$ cat src/rtl/moore_pkg.sv
// Shared types for the 1011 Moore sequence detector.
// State encoding is visible on the debug port, so values are fixed.
package moore_pkg;

    typedef enum logic [2:0] {
        IDLE  = 3'd0,
        S1    = 3'd1,
        S10   = 3'd2,
        S101  = 3'd3,
        S1011 = 3'd4
    } state_t;

    localparam int PATTERN_LEN = 4;

endpackage

$ cat src/rtl/sat_counter.sv
// Saturating hit counter with a sticky overflow flag.
// Clear wins over a simultaneous increment.
module sat_counter #(
    parameter int W = 8
) (
    input  logic         clk,
    input  logic         rst,
    input  logic         inc,
    input  logic         clr,
    output logic [W-1:0] cnt,
    output logic         ovf
);

    logic [W:0] sum;

    // The carry out of the widened add marks the all-ones case.
    assign sum = {1'b0, cnt} + {{W{1'b0}}, 1'b1};

    always_ff @(posedge clk or posedge rst) begin
        if (rst) begin
            cnt <= '0;
            ovf <= 1'b0;
        end else if (clr) begin
            cnt <= '0;
            ovf <= 1'b0;
        end else if (inc) begin
            if (sum[W]) begin
                ovf <= 1'b1;
            end else begin
                cnt <= sum[W-1:0];
            end
        end
    end

endmodule

$ cat src/rtl/moore_seq_detector.sv
// Serial 1011 pattern detector (Moore FSM) with a saturating hit count.
// detect is registered alongside the state, so no din path reaches it.
module moore_seq_detector
    import moore_pkg::*;
#(
    parameter int CNT_W   = 8,
    parameter bit OVERLAP = 1'b1
) (
    input  logic             clk,
    input  logic             rst,
    input  logic             din,
    input  logic             din_valid,
    input  logic             clr_cnt,
    output logic             detect,
    output logic [2:0]       state,
    output logic [CNT_W-1:0] hit_count,
    output logic             overflow
);

    state_t cur;
    state_t nxt;
    logic   legal;
    logic   hit;

    always_comb begin
        nxt   = IDLE;
        legal = 1'b1;
        case (cur)
            IDLE:    nxt = din ? S1 : IDLE;
            S1:      nxt = din ? S1 : S10;
            S10:     nxt = din ? S101 : IDLE;
            S101:    nxt = din ? S1011 : S10;
            S1011: begin
                if (din) nxt = S1;
                else     nxt = OVERLAP ? S10 : IDLE;
            end
            default: legal = 1'b0;
        endcase
    end

    assign hit = din_valid && legal && (cur != S1011) && (nxt == S1011);

    // Illegal codes recover to IDLE even without a valid bit.
    always_ff @(posedge clk or posedge rst) begin
        if (rst) begin
            cur    <= IDLE;
            detect <= 1'b0;
        end else if (!legal) begin
            cur    <= IDLE;
            detect <= 1'b0;
        end else if (din_valid) begin
            cur    <= nxt;
            detect <= (nxt == S1011);
        end
    end

    assign state = cur;

    sat_counter #(
        .W(CNT_W)
    ) u_cnt (
        .clk(clk),
        .rst(rst),
        .inc(hit),
        .clr(clr_cnt),
        .cnt(hit_count),
        .ovf(overflow)
    );

endmodule

$ cat config.mk
export PLATFORM = sky130hd
export DESIGN_NAME = moore_seq_detector
export DESIGN_NICKNAME = d
export VERILOG_FILES = /design/src/rtl/moore_pkg.sv /design/src/rtl/sat_counter.sv /design/src/rtl/moore_seq_detector.sv
export SDC_FILE = /design/constraint.sdc
export NUM_CORES = 1
export LEC_CHECK = 0
export ABC_AREA = 1
export BUFFER_PORTS_ARGS = -buffer_cell sky130_fd_sc_hd__buf_4
export CAP_MARGIN = 15
export CORE_MARGIN = 2
export CORE_UTILIZATION = 40
export DETAILED_ROUTE_END_ITERATION = 10
export HOLD_SLACK_MARGIN = 0.02
export PLACE_DENSITY = 0.63
export SYNTH_ARGS = -nofsm -noshare
export SYNTH_HDL_FRONTEND = slang
export SYNTH_HIERARCHICAL = 1
export SYNTH_SLANG_ARGS = --single-unit
export TNS_END_PERCENT = 100
$ cat constraint.sdc
create_clock -name clk -period 2.6 [get_ports clk]
set_clock_uncertainty 0.1 [all_clocks]
set_input_delay 0.39 -clock clk [delete_from_list [all_inputs] [get_ports clk]]
set_output_delay 0.39 -clock clk [all_outputs]
set_load 0.005 [all_outputs]
==> impl_metrics.env <==
export IMPL_drc=0
export IMPL_ys_warn_count=6
export IMPL_hold_viol_final=0
export IMPL_core_area_sq_um=1745
export IMPL_diodes=0
export IMPL_grt_use_total=0.1723
export IMPL_status="finished, final reports clean"
export IMPL_die_h_um=47.36
export IMPL_h_tree_depth=1
export IMPL_netlist_instances=105
export IMPL_synth_top_family_by_area="simple AND/OR/NAND/NOR gates"
export IMPL_utilization=0.5362
export IMPL_clk_pin_slew_ns=0.07
export IMPL_cts_buffers=3
export IMPL_cp_arrival_ns=1.66
export IMPL_initialDrtViolationCount=6
export IMPL_area_delta_synth_final_pct=24.46
export IMPL_io_pins=18
export IMPL_setup_viol=0
export IMPL_crit_type="flip-flop to flip-flop"
export IMPL_synth_simple_area_share=0.3478
export IMPL_yosysUniqueCellTypes=17
export IMPL_worstMarginPinSlew_ns=0.3693
export IMPL_start_kind="flip-flop"
export IMPL_dpl_cell_area_sq_um=899.6
export IMPL_drive_gt1_frac=0.2143
export IMPL_dr_pass1_iters=4
export IMPL_die_area_sq_um=2243
export IMPL_vias_per_cell=4.510
export IMPL_syn_nets=111
export IMPL_finalWirelength_mm=1.563
export IMPL_fin_area_sq_um=935.9
export IMPL_hold_class="input port to flip-flop"
export IMPL_ctsLongestPathBuffers=2
export IMPL_period_share=0.5966
export IMPL_maxSlewHeadroom=0.7536
export IMPL_worstSetupEndpointType="flip-flop"
export IMPL_grt_pass1_vias=586
export IMPL_synth_seq_cells=13
export IMPL_syn_cell_area_sq_um=752.0
export IMPL_rsz0062_at_grt="false"
export IMPL_worstSkewPairLatency_ns=0.27
export IMPL_layout_min_cycle_time_ns=1.551
export IMPL_fmax_mhz=644.6
export IMPL_ant_nets=0
export IMPL_critPathRequiredTime_ns=2.70
export IMPL_ys_seq_area_frac=0.4326
export IMPL_synth_mux_area_frac=0
export IMPL_routabilityCongestion=0.8409
export IMPL_cts_resized=0
export IMPL_synth_xor_area_share=0
export IMPL_crit_fanout=5
export IMPL_synth_compound_area_frac=0.1082
export IMPL_power_density_nw_per_um2=433.5
export IMPL_std_cell_rows=15
export IMPL_synthAdderAreaFrac=0.01664
export IMPL_tns_ns=0
export IMPL_die_x_um=47.36
export IMPL_grt_max_degree=13
export IMPL_antenna_found_initial=0
export IMPL_cts_root_buf="clkbuf_4"
export IMPL_num_vias=681
export IMPL_nNetsFinal=133
export IMPL_avgSynthCellArea_sq_um=7.162
export IMPL_ir_drop_mv=0.2829
export IMPL_overflow=0
export IMPL_routedWlPerCell_um=10.35
export IMPL_p_leak_nw=0.4934
export IMPL_cap_violations=0
export IMPL_io_buffers=17
export IMPL_cts_num_sinks=13
export IMPL_cts_tree="done"
export IMPL_hold_slack_ns=0.2090
export IMPL_grt_pass1_wl_mm=2.670
export IMPL_final_max_slew_viol_count=0
export IMPL_dp_hpwl_mm=1.206
export IMPL_start_util=0.4308
## logic make-up (layout without fill, tap and decap cells)
logic type	after synthesis	after routing
simple gates	59	59
buf+inv	17	38
compound gates	15	15
flops	13	13
fa+ha+maj	1	1
## routing by layer
metal	vias to the layer above	wire length (um)	part of all wire	global-route usage
li1	375	-	-	-
met1	291	801	0.51	0.2399
met2	13	673	0.43	0.2541
met3	2	73	0.047	0.06923
met4	0	14	0.0090	0.03333
met5	-	0	0	0
## registers in the layout, indices dropped and copies added (netlist names)
register	flops
u_cnt/cnt	8
state	3
detect	1
u_cnt/ovf	1
## stage by stage
stage          setup WS [ns]  power [mW]  std cells
2_1_floorplan          1.229      0.2612        105
3_3_place_gp           1.099      0.2880        146
3_5_place_dp           1.066      0.2895        146
4_1_cts                1.047      0.4126        151
5_1_grt               0.8457      0.4353        151
6_report               1.049      0.4057        151
## synthesized netlist by cell type, drive strengths merged
| library cell | instances | area [sq um] |
|---|---|---|
| nand3 | 12 | 65.06 |
| ha | 1 | 12.51 |
| o21bai | 1 | 7.510 |
| a21oi | 6 | 30.03 |
| inv | 16 | 60.06 |
| nor2 | 13 | 61.31 |
| nand4 | 1 | 6.260 |
| dfrtp | 13 | 325.3 |
| nand2 | 33 | 128.9 |
| buf | 1 | 11.26 |
| o21ai | 8 | 43.79 |
## repair_timing
item | CTS | global route
setup buffers | 0 | 0
hold buffers | 1 | 0
endpoints found under the hold margin | 13 | 0
## power breakdown
part / switching [mW] / leakage [nW] / internal, mW
clock: 0.0608 / 0.0150 / 0.0594
sequential: 0.0116 / 0.178 / 0.211
combinational: 0.0344 / 0.301 / 0.0285
total: 0.107 / 0.493 / 0.299
## cell type report
| cell class | instances | area, sq um |
|---|---|---|
| tap | 25 | 31.28 |
| sequential | 13 | 325.3 |
| clock buffer | 4 | 26.28 |
| inverter | 16 | 60.06 |
| timing repair buffer | 18 | 137.6 |
| fill | 191 | 809.5 |
| multi-input combinational | 75 | 355.3 |
## cell usage in the layout (no fill, tap or decap)
cell,Yosys,final
clkbuf_1,0,1
dlygate4sd3_1,0,1
nand3_1,11,11
ha_1,1,1
buf_4,0,17
nand3_2,1,1
o21ai_1,2,2
a21oi_1,6,6
clkbuf_4,0,3
o21ai_2,1,1
nor2_2,2,2
o21bai_1,1,1
nand4_1,1,1
nand2_2,2,2
dfrtp_1,13,13
nor2_4,1,1
o21ai_0,5,5
nor2_1,10,10
nand2_1,31,31
inv_1,16,16
## path summary, 6_finish.rpt
kind / from / to / slack [ns] / cells past startpoint
setup / recovery: u_cnt/cnt[0] / u_cnt/cnt[6] / 1.05 / 6
hold / removal: clr_cnt / u_cnt/ovf / 0.21 / 2
setup reg to reg: u_cnt/cnt[0] / u_cnt/cnt[6] / 1.05 / 6
hold reg to reg: detect / detect / 0.41 / 2
max in group asynchronous: rst / u_cnt/cnt[0] / 1.58 / 3
min in group asynchronous: rst / state[1] / 0.46 / 3
## critical path, stage by stage, from the launching register on
cell and delay [ns]:
dfrtp_1 0.43, ha_1 0.25, nand2_2 0.11, nor2_4 0.05, a21oi_1 0.32, nand2_1 0.11, o21ai_2 0.12
Power figures use the tool's default switching activity.
